**config.mk**
```make
export PLATFORM = sky130hd
export DESIGN_NAME = dds_update_sequencer_flat
export DESIGN_NICKNAME = d
export VERILOG_FILES = /design/src/rtl/dds_update_sequencer_if.sv /design/src/rtl/dds_update_sequencer.sv /design/src/flat_wrapper.sv
export SDC_FILE = /design/constraint.sdc
export NUM_CORES = 1
export LEC_CHECK = 0
export ABC_AREA = 1
export CAP_MARGIN = 15
export CORE_ASPECT_RATIO = 1.75
export CORE_UTILIZATION = 35
export CTS_CLUSTER_DIAMETER = 200
export CTS_CLUSTER_SIZE = 16
export DETAILED_ROUTE_END_ITERATION = 6
export PLACE_DENSITY = 0.55
export SETUP_SLACK_MARGIN = 0.02
export SLEW_MARGIN = 40
export SYNTH_ARGS = -nofsm -noshare
export SYNTH_HDL_FRONTEND = slang
export SYNTH_SLANG_ARGS = --single-unit
export TNS_END_PERCENT = 50
```
**constraint.sdc**
```tcl
create_clock -name sys_clk -period 3.8 [get_ports sys_clk]
set_clock_uncertainty 0.1 [all_clocks]
set_input_delay 1.14 -clock sys_clk [delete_from_list [all_inputs] [get_ports sys_clk]]
set_output_delay 1.14 -clock sys_clk [all_outputs]
set_load 0.02 [all_outputs]
```
**src/rtl/dds_update_sequencer_if.sv**
```systemverilog
// Host/DDS-side signal bundle for the IO_UPDATE trigger sequencer.
// The master drives the burst controls and the DROVER line; the slave is the sequencer.
`timescale 1ns/1ps
interface dds_update_sequencer_if #(
  parameter int WIDTH = 16
);
  logic             start;
  logic             stop;
  logic [WIDTH-1:0] upd_width_ns;
  logic [WIDTH-1:0] period_ns;
  logic [WIDTH-1:0] burst_num;
  logic             drover;
  logic             io_update;
  logic             busy;
  logic             done;
  logic [WIDTH-1:0] chirp_cnt;
  logic             ramp_err;

  modport master (
    output start, stop, upd_width_ns, period_ns, burst_num, drover,
    input  io_update, busy, done, chirp_cnt, ramp_err
  );

  modport slave (
    input  start, stop, upd_width_ns, period_ns, burst_num, drover,
    output io_update, busy, done, chirp_cnt, ramp_err
  );
endinterface

```
**src/rtl/dds_update_sequencer.sv**
```systemverilog
// AD9910 IO_UPDATE burst generator with DROVER supervision: programmable width,
// period and pulse count; flags any ramp still running at the end of its period.
//
// state | meaning
// IDLE  | waiting for an accepted start
// PULSE | io_update high for W cycles
// WAIT  | io_update low until the period ends; DROVER sampled on the last cycle
// DONE  | one-cycle done pulse after a finite burst
`timescale 1ns/1ps
module dds_update_sequencer #(
  parameter int CLKNUM = 2,
  parameter int WIDTH  = 16
) (
  input  logic                      sys_clk,
  input  logic                      sys_rst,
  dds_update_sequencer_if.slave     bus
);

  localparam int SH = $clog2(CLKNUM);

  typedef enum logic [1:0] {
    IDLE  = 2'd0,
    PULSE = 2'd1,
    WAIT  = 2'd2,
    DONE  = 2'd3
  } state_t;

  state_t           r_state;
  state_t           w_state_nxt;
  logic [WIDTH-1:0] r_cnt;
  logic [WIDTH-1:0] w_cnt_nxt;
  logic [WIDTH-1:0] r_w;
  logic [WIDTH-1:0] r_p;
  logic [WIDTH-1:0] r_burst;
  logic [WIDTH-1:0] r_chirp;
  logic [WIDTH-1:0] w_chirp_nxt;
  logic             r_err;
  logic             w_err_nxt;
  logic             w_latch;
  logic             r_drv_s1;
  logic             r_drv_s2;
  logic             r_io;
  logic             r_busy;
  logic             r_done;

  logic [WIDTH-1:0] w_w_raw;
  logic [WIDTH-1:0] w_w_new;
  logic [WIDTH-1:0] w_p_raw;
  logic [WIDTH-1:0] w_p_new;

  // ns to cycles; guarantee at least one high and one low cycle per period
  always_comb begin
    w_w_raw = bus.upd_width_ns >> SH;
    w_w_new = (w_w_raw == '0) ? WIDTH'(1) : w_w_raw;
    w_p_raw = bus.period_ns >> SH;
    w_p_new = (w_p_raw <= w_w_new) ? (w_w_new + WIDTH'(1)) : w_p_raw;
  end

  always_ff @(posedge sys_clk or posedge sys_rst) begin
    if (sys_rst) begin
      r_state <= IDLE;
    end else begin
      r_state <= w_state_nxt;
    end
  end

  always_comb begin
    w_state_nxt = r_state;
    w_cnt_nxt   = r_cnt;
    w_chirp_nxt = r_chirp;
    w_err_nxt   = r_err;
    w_latch     = 1'b0;
    case (r_state)
      IDLE: begin
        if (bus.start && !bus.stop) begin
          w_latch     = 1'b1;
          w_state_nxt = PULSE;
          w_cnt_nxt   = '0;
          w_chirp_nxt = WIDTH'(1);
          w_err_nxt   = 1'b0;
        end
      end
      PULSE: begin
        if (bus.stop) begin
          w_state_nxt = IDLE;
        end else begin
          w_cnt_nxt = r_cnt + WIDTH'(1);
          if (r_cnt == r_w - WIDTH'(1)) begin
            w_state_nxt = WAIT;
          end
        end
      end
      WAIT: begin
        if (bus.stop) begin
          w_state_nxt = IDLE;
        end else if (r_cnt == r_p - WIDTH'(1)) begin
          w_cnt_nxt = '0;
          if (!r_drv_s2) begin
            w_err_nxt = 1'b1;
          end
          if ((r_burst == '0) || (r_chirp < r_burst)) begin
            w_state_nxt = PULSE;
            w_chirp_nxt = r_chirp + WIDTH'(1);
          end else begin
            w_state_nxt = DONE;
          end
        end else begin
          w_cnt_nxt = r_cnt + WIDTH'(1);
        end
      end
      DONE: begin
        w_state_nxt = IDLE;
      end
      default: begin
        w_state_nxt = IDLE;
      end
    endcase
  end

  always_ff @(posedge sys_clk or posedge sys_rst) begin
    if (sys_rst) begin
      r_cnt    <= '0;
      r_w      <= WIDTH'(1);
      r_p      <= WIDTH'(2);
      r_burst  <= '0;
      r_chirp  <= '0;
      r_err    <= 1'b0;
      r_drv_s1 <= 1'b0;
      r_drv_s2 <= 1'b0;
      r_io     <= 1'b0;
      r_busy   <= 1'b0;
      r_done   <= 1'b0;
    end else begin
      r_cnt    <= w_cnt_nxt;
      r_chirp  <= w_chirp_nxt;
      r_err    <= w_err_nxt;
      r_drv_s1 <= bus.drover;
      r_drv_s2 <= r_drv_s1;
      r_io     <= (w_state_nxt == PULSE);
      r_busy   <= (w_state_nxt == PULSE) || (w_state_nxt == WAIT);
      r_done   <= (w_state_nxt == DONE);
      if (w_latch) begin
        r_w     <= w_w_new;
        r_p     <= w_p_new;
        r_burst <= bus.burst_num;
      end
    end
  end

  assign bus.io_update = r_io;
  assign bus.busy      = r_busy;
  assign bus.done      = r_done;
  assign bus.chirp_cnt = r_chirp;
  assign bus.ramp_err  = r_err;

endmodule

```
**src/flat_wrapper.sv**
```systemverilog
// flat-port wrapper written by rule: the top's interface ports become plain ports
module dds_update_sequencer_flat 
#(
  parameter int CLKNUM = 2,
  parameter int WIDTH  = 16
)
  (sys_clk, sys_rst, bus_start, bus_stop, bus_upd_width_ns, bus_period_ns, bus_burst_num, bus_drover, bus_io_update, bus_busy, bus_done, bus_chirp_cnt, bus_ramp_err);
  dds_update_sequencer_if #(.WIDTH(WIDTH)) bus_i ();
  input  logic sys_clk;
  input  logic sys_rst;
  input wire logic [$bits(bus_i.start)-1:0] bus_start;
  input wire logic [$bits(bus_i.stop)-1:0] bus_stop;
  input wire logic [$bits(bus_i.upd_width_ns)-1:0] bus_upd_width_ns;
  input wire logic [$bits(bus_i.period_ns)-1:0] bus_period_ns;
  input wire logic [$bits(bus_i.burst_num)-1:0] bus_burst_num;
  input wire logic [$bits(bus_i.drover)-1:0] bus_drover;
  output wire logic [$bits(bus_i.io_update)-1:0] bus_io_update;
  output wire logic [$bits(bus_i.busy)-1:0] bus_busy;
  output wire logic [$bits(bus_i.done)-1:0] bus_done;
  output wire logic [$bits(bus_i.chirp_cnt)-1:0] bus_chirp_cnt;
  output wire logic [$bits(bus_i.ramp_err)-1:0] bus_ramp_err;
  assign bus_i.start = bus_start;
  assign bus_i.stop = bus_stop;
  assign bus_i.upd_width_ns = bus_upd_width_ns;
  assign bus_i.period_ns = bus_period_ns;
  assign bus_i.burst_num = bus_burst_num;
  assign bus_i.drover = bus_drover;
  assign bus_io_update = bus_i.io_update;
  assign bus_busy = bus_i.busy;
  assign bus_done = bus_i.done;
  assign bus_chirp_cnt = bus_i.chirp_cnt;
  assign bus_ramp_err = bus_i.ramp_err;
  dds_update_sequencer #(.CLKNUM(CLKNUM), .WIDTH(WIDTH)) u_core (.sys_clk(sys_clk), .sys_rst(sys_rst), .bus(bus_i));
endmodule
```
==> results of run 1 <==
state kept, by name (all words and copies together) (netlist names):
register / flops
u_core.bus.chirp_cnt: 16
u_core.r_burst: 16
u_core.r_cnt: 16
u_core.r_p: 16
u_core.r_w: 15
u_core.r_state: 2
u_core.bus.busy: 1
u_core.bus.done: 1
u_core.bus.io_update: 1
u_core.bus.ramp_err: 1
u_core.r_drv_s1: 1
u_core.r_drv_s2: 1
stage by stage:
step / hold slack (ns) / util
final: 0.257 / 0.435
after global routing: 0.263 / 0.435
after CTS: 0.260 / 0.435
after detailed placement: 0.246 / 0.419
after global placement: 0.237 / 0.419
after floorplan: 0.231 / -
routing by layer:
metal  track usage  vias to the layer above  routed length (um)
met2         0.439                      107               11300
met4        0.0907                        0                 595
met3        0.0211                       37                 453
met5             0                        -                   0
li1              -                     3158                   -
met1         0.203                     2817                6800
cells in the final DEF, fill, tap and decap left out, types with 7 or more instances in the layout:
master	n
nor2_1	104
xnor2_1	8
xor2_1	46
a21oi_1	22
nor3_1	16
nand2_1	272
inv_1	94
nor2_2	7
nor4_1	10
dfrtp_1	85
nand4_1	15
nand3b_1	20
buf_4	22
ha_1	40
nand3_1	75
clkdlybuf4s50_1	70
clkbuf_16	9
o21ai_0	57
cells by family (layout without fill, tap and decap cells):
logic type      Yosys count  in the layout  share of synthesized area
buf+inv                 124            212                     0.0745
flops                    87             87                      0.335
compound gates           89             89                     0.0747
fa+ha+maj                40             40                     0.0770
simple gates            534            534                      0.362
xor+xnor                 55             55                     0.0763
where the power goes:
| group | leakage (uW) | total (uW) | switching [uW] | internal, uW |
|---|---|---|---|---|
| sequential | 0.00112 | 1490 | 304 | 1190 |
| combinational | 0.00248 | 1740 | 1070 | 667 |
| clock | 0.000146 | 915 | 387 | 528 |
layout make-up:
cell class              instances  area, um2
clock buffers                  11        243
flip-flops and latches         87       2180
clock inverters                 5       56.3
fillers                      1925      10200
inverters                     102        384
well taps                     234        293
repair buffers                 94        906
multi-input cells             718       3830
worst max path at each step:
stage	startpoint	end	slack, ns	cells after the start
2_1_floorplan	sys_rst	u_core.bus.busy	0.31	1
3_3_place_gp	bus_upd_width_ns[10]	u_core.r_p[0]	0.11	16
3_5_place_dp	bus_upd_width_ns[12]	u_core.r_p[0]	0.12	15
4_1_cts	bus_upd_width_ns[12]	u_core.r_p[0]	0.49	17
5_1_grt	bus_upd_width_ns[10]	u_core.r_p[0]	0.19	17
6_report	bus_upd_width_ns[12]	u_core.r_p[0]	0.49	15
==> results by stage, run 1 <==
Run status:
- The flow ran to the end, and the final reports show no timing, DRC or antenna violations.

Flow run:
- The count of max-cap constraint violations is 0.

STA:
- For the pin with the worst max-slew slack, the measured transition is approximately 0.7 ns.
- The number of slew-limit violations in the final report is 0.
- The total count of hold-check failures in the final report is 0.
- The tightest slew margin relative to the limit is 0.537.
- After layout, the worst setup slack is 0.486 ns.
- Timing would allow up to slightly above 300 MHz.
- The part of the cycle the worst path needs is 0.872.
- The total of endpoints with negative setup slack in the final report is 0.
- Setup repair after global routing left no endpoint under its margin.
- The total negative setup slack is 0 ns.
- The smallest clock period supported by the final layout is computed as between 3 and 4 ns.

Setup path:
- On the worst path, the slowest cell contributes a delay of 0.48 ns.
- The slowest stage of the critical path belongs to the cell clkdlybuf4s50_1.
- Among cell families on the critical path, the largest total delay comes from buffers and inverters.
- The type of destination of the critical path is a flop.
- The cell type with the highest occurrence count on the critical path is nand2_1.
- The peak fanout along the critical path is 16.
- The data arrival time of the critical path is between 3 and 4 ns.
- Data on the critical path is required at its endpoint by between 3 and 4 ns.
- The register-to-register path setup slack is 1.00 ns.
- The endpoint identified for the worst register-to-register timing path is u_core.bus.busy.
- The count of buffer and inverter cells on the critical path is 4.
- Walking the worst path, the cells encountered are clkdlybuf4s50_1 > inv_1 > buf_4 > ha_1 > a21oi_1 > o21ai_0 > a21oi_1 > nor2_1 > a211oi_1 > nand2_1 > nand2_1 > buf_12 > nand2_1 > nand3_1 > o21ai_0.
- By startpoint and endpoint, the worst setup path is classified as in2reg.
- The number of cells on the worst reg-to-reg path is 17.
- In this run the critical register-to-register path is launched from u_core.r_w[0].
- STA classifies the critical path startpoint as an input port.

Floorplanning:
- The area of the core is around 18000 um2.
- 73 I/O pins were placed.
- The die covers 19100 um2.
- The number of placement rows is 65.
- The die span in y is 182 um.
- The starting utilization of the core area is 0.358.
- The x dimension of the die is 105 um.

Hold path:
- The class of the most critical hold timing path is reg2reg.
- The hold path endpoint is u_core.r_drv_s2.
- The worst hold path begins at u_core.r_drv_s1.
- The cell depth of the worst min-delay path is 0.

Power:
- The completed layout was analyzed and its total power is approximately 4100 uW.
- IR analysis of the VDD net gives a maximum drop of 259 uV.
- The power density relative to cell area is 525 nW/um2.
- In this run the static leakage power is 0.00375 uW.

CTS:
- For the worst-skew pair, the clock arrives at the later sink with an insertion delay of between 0.3 and 0.4 ns.
- After clock tree synthesis, the clock-pin slew on the worst setup and hold paths is roughly 0.070 ns.
- The clock tree from TritonCTS is done.
- The number of buffers inserted during clock tree synthesis is 9.
- The clock net in this run drives a total of 87 sinks.
- The number of levels in the clock H-tree is 3.
- The maximum buffer depth of the clock tree is 2.
- The tree is rooted in a clkbuf_16.
- The number of post-CTS setup repair buffers is 0.
- Buffers inserted to repair hold after CTS numbered 0.
- In this run, post-CTS repair resized a total of 0 instances.

Cells and area:
- The share of layout cells above drive strength 1 is 0.0669.
- Leaving out filler cells and counting taps, the final layout contains approximately 1300.
- 0 antenna diodes ended up in the layout.
- The net total in the final layout is 1105.
- With fillers left out, the area of the finished cells amounts to ~7900 um2.
- The post-synthesis to final-layout area growth is 21.5%.

Placement:
- Summed over all nets, the half-perimeter wirelength after detailed placement is roughly 15 mm.
- The global placement routability congestion is around 0.90.
- After detailed placement, the total cell area comes to approximately 7600 um2.
- The number of instances in the placed design is between 1000 and 1500.
- At the placement stage, the worst setup path has a slack of between 0.1 and 0.15 ns.
- The count of buffers from port buffering is 70.

Synth:
- The cell count after synthesis is between 900 and 1000.
- Of the synthesized area, sequential elements account for 0.335.
- In this run, synthesis inferred 0 flip-flops with an integrated enable.
- The synthesized netlist net count is 1022.
- In the synthesized netlist the dominant register cell turns out to be dfrtp_1.
- The synthesized design contains 87 register bits.
- Summed over all instances, the cell type with the most area after synthesis is dfrtp_1.
- The synthesized netlist occupies a cell area of ~6500 um2.
- The cell with the most instances after synthesis is nand2_1.
- The share of synthesized area in the top cell type comes to 0.327.
- A synthesized cell averages approximately 7 um2.
- Counting flops with an async set or reset pin after synthesis yields a share of 1.00.
- In the post-synthesis netlist, the biggest area contributors are dfrtp_1 33%, nand2_1 16%, ha_1 7.7%, xor2_1 6.2%, nor2_1 6.0%.
- The count of unique library cells instantiated by Yosys is 42.
- By count the netlist is led by 272 x nand2_1, 104 x nor2_1, 95 x inv_1.
- The synthesis warning total is 0.

Global routing:
- Entering global routing, the biggest net connects 52 pins.
- The first global-routing pass estimated roughly 31 mm of wire.
- For this run, the total global-route usage over all layers was measured as 0.211.
- The total global routing overflow is 0.
- The number of antenna violations at the first check in global routing is 0.
- The number of global-route vias before repair is 6146.

Route:
- The number of antenna-violating nets in the routed design is 0.
- The routed wirelength normalized by instance count is about 15 um.
- The number of DRC markers in iteration 0 is 264.
- The routed via count divided by cell count is between 4 and 5.
- After detailed routing, the number of remaining DRC violations is 0.
- Summing over every cut layer, the via total after detailed routing is 6119.
- The number of detailed-route iterations in the first pass is 6.
- The total routed wirelength is approximately 19 mm.
(Power assumes the default switching activity.)
==> inputs of run 2 (changes only) <==
- CORE_ASPECT_RATIO: 1.75 -> 0.6
- PLACE_DENSITY: 0.55 -> 0.64
- REMOVE_ABC_BUFFERS: default -> 1
==> results by stage, run 2 (synthesis gave the netlist of run 1 again) <==
Setup path:
- The launching element type of the critical path is an input port.
- The data arrival time of the critical path is 3.59 ns (+0.16 ns).
- The peak fanout along the critical path is 8 (-8).
- The type of destination of the critical path is a flop.
- The worst path required time is 3.93 ns (about the same).
- By startpoint and endpoint, the worst setup path is classified as in2reg.

Route:
- The number of detailed-route iterations in the first pass came to 5 (-1).
- The total DRC errors in the routed layout is 0 (unchanged).
- The number of DRC markers in iteration 0 is 581 (+120%).
- The routed wirelength normalized by instance count was 14.2 um (-7.4%).
- The routed via count divided by cell count is 4.93 (+0.70%).
- The total routed wirelength is 17.9 mm (-6.5%).
- The number of antenna-violating nets in the routed design is 0 (unchanged).
- The number of vias in the routed layout is 6221 (+1.7%).

Power:
- The worst IR drop on VDD is 230 uV (-11%).
- The sequential fraction of design power is 0.342 (-0.018).
- The net switching power of the design came to 1840 uW (+4.5%).
- The switching share of total power is 0.429 (+0.00483).
- The power density relative to cell area is 536 nW/um2 (+2.1%).
- The combinational power share is 0.428 (+0.009).
- The internal power came to 2440 uW (+2.5%).
- The clock share of power is 0.230 (+0.009).
- The overall power consumption is 4280 uW (+3.3%).
- The leakage power of the design came to 0.00379 uW (+1.1%).

STA:
- The minimum clock period after layout is 3.46 ns (+0.141 ns).
- The tightest slew margin relative to the limit is 0.470 (-0.0673).
- The worst-margin pin slew was 0.788 ns (+0.0954 ns).
- The part of the cycle the worst path needs came to 0.909 (+0.0371).
- The minimum setup slack in the final design came to 0.345 ns (-0.141 ns).
- Setup repair after global routing left no endpoint under its margin.
- The total count of hold-check failures in the final report was 0 (unchanged).
- The number of slew-limit violations in the final report is 0 (unchanged).
- The final hold slack is 0.251 ns (-0.00645 ns).
- The highest clock rate is 289 MHz (-4.1%).
- The total of endpoints with negative setup slack in the final report is 0 (unchanged).

Placement:
- The global placement routability congestion is 0.892 (-0.41%).
- The worst slack at placement came to -0.326 ns (-0.443 ns).
- The detailed-placement wirelength estimate came to 14.2 mm (-6.6%).
- The count of buffers from port buffering was 70 (unchanged).
- The standard cell area after detailed placement is 7650 um2 (+0.69%).

Run status:
- The run finished with clean final reports.

Hold path:
- The class of the most critical hold timing path is reg2reg.

CTS:
- The maximum buffer depth of the clock tree is 2 (unchanged).
- The clock latency at the later pin of the worst-skew pair is 0.34 ns (about the same).
- The clock tree from TritonCTS is done.
- The root buffer cell is clkbuf_16.
- The clock transition at the registers of the reported paths is 0.07 ns (about the same).
- The number of buffers inserted during clock tree synthesis was 9 (unchanged).
- The number of sinks on the clock net was 87 (unchanged).
- The number of levels in the clock H-tree is 3 (unchanged).
- The number of post-CTS setup repair buffers is 0 (unchanged).

Cells and area:
- The share of layout cells above drive strength 1 came to 0.0743 (+0.00743).
- The post-synthesis to final-layout area growth is 23.0%.
- The commonest non-fill, non-tap cell in the layout is nand2_1.
- The final core utilization is 0.441 (+0.00583).
- The antenna cell count is 0 (unchanged).
- The net total in the final layout is 1111 (+0.54%).
- The library cells used most frequently in the layout, excluding fill and tap cells, are 272 x nand2_1, 104 x nor2_1, 94 x inv_1.
- The fill cell instance count of the final layout came to 1811 (-5.9%).
- The post-route standard cell area excluding fillers was 7990 um2 (+1.2%).

Global routing:
- The total global routing overflow was 0 (unchanged).
- The number of antenna violations at the first check in global routing is 0 (unchanged).
- The largest net degree at the start of global routing is 44 (-15%).
- The met1 demand-to-capacity share in global routing came to 0.329 (+0.126).
- The aggregate global-route resource usage came to 0.195 (-0.0158).
- The wire length of the first global-routing pass is 29.0 mm (-6.4%).
- The met3 track utilization from global routing is 0.0420 (+0.0209).
- The most utilized layer in the global route result is met1.
- The number of global-route vias before repair was 5482 (-11%).
- The met2 demand-to-capacity share in global routing is 0.244 (-0.195).

Flow run:
- The count of max-cap constraint violations is 0 (unchanged).

Floorplanning:
- The area of the die is 19100 um2 (about the same).
- The x dimension of the die came to 178 um (+69%).
- The starting utilization of the core area is 0.359 (+0.000421).
- The area of the core is 18100 um2 (-0.12%).
- The number of placement rows is 38 (-42%).
- The die span in y is 108 um (-41%).
- The I/O pin count is 73 (unchanged).
[run 2: per-layer routing]
layer,routed length (um),vias up
met5,0,-
li1,-,3169
met2,6470,172
met4,99,0
met1,10100,2870
met3,1240,10
[run 2: worst paths after layout]
kind | depth (start not counted) | start | slack, ns | endpoint
hold reg to reg | 0 | u_core.r_drv_s1 | 0.25 | u_core.r_drv_s2
min in group asynchronous | 2 | sys_rst | 1.07 | u_core.r_w[14]
hold / removal | 0 | u_core.r_drv_s1 | 0.25 | u_core.r_drv_s2
max in group asynchronous | 3 | sys_rst | 1.73 | u_core.r_p[1]
setup reg to reg | 17 | u_core.r_w[0] | 0.72 | u_core.bus.busy
setup / recovery | 16 | bus_upd_width_ns[10] | 0.34 | u_core.r_p[2]
[run 2: timing repair]
item / CTS / global route
setup endpoints to repair: 0 / 10
hold buffers: 0 / 0
resized for setup: 0 / 1
[run 2: cell type report]
cell class / instances / area, um2 / area share
clock buffers: 9 / 225 / 0.0282
well taps: 240 / 300 / 0.0376
inverters: 102 / 384 / 0.0481
repair buffers: 100 / 951 / 0.119
multi-input cells: 718 / 3850 / 0.482
clock inverters: 7 / 103 / 0.0128
flip-flops and latches: 87 / 2180 / 0.273
[run 2: per-stage QoR]
| step | cells | setup TNS (ns) |
|---|---|---|
| after global routing | 1263 | 0 |
| after global placement | 1247 | -4.76 |
| after detailed placement | 1247 | -4.41 |
| after floorplan | 907 | -2.78 |
| after CTS | 1263 | 0 |
| final | 1263 | 0 |
[run 2: worst max-delay path, cell delays in order]
cell	delay, ns
clkdlybuf4s50_1	0.49
clkinv_1	0.09
buf_4	0.17
ha_1	0.29
a21oi_1	0.15
o21ai_0	0.11
a21oi_1	0.15
nor2_1	0.05
a211oi_1	0.20
buf_4	0.16
nand2_1	0.10
nand2_1	0.10
buf_4	0.16
o21ai_0	0.10
nand3_1	0.08
nand2_1	0.05
[run 2: power groups by stage]
stage / sequential [uW] / clock, uW / combinational [uW]
floorplan: 1410 / 0 / 1260
global placement: 1470 / 0 / 1750
detailed placement: 1470 / 0 / 1790
CTS: 1460 / 999 / 1800
global route: 1500 / 1040 / 2070
finish: 1460 / 985 / 1830
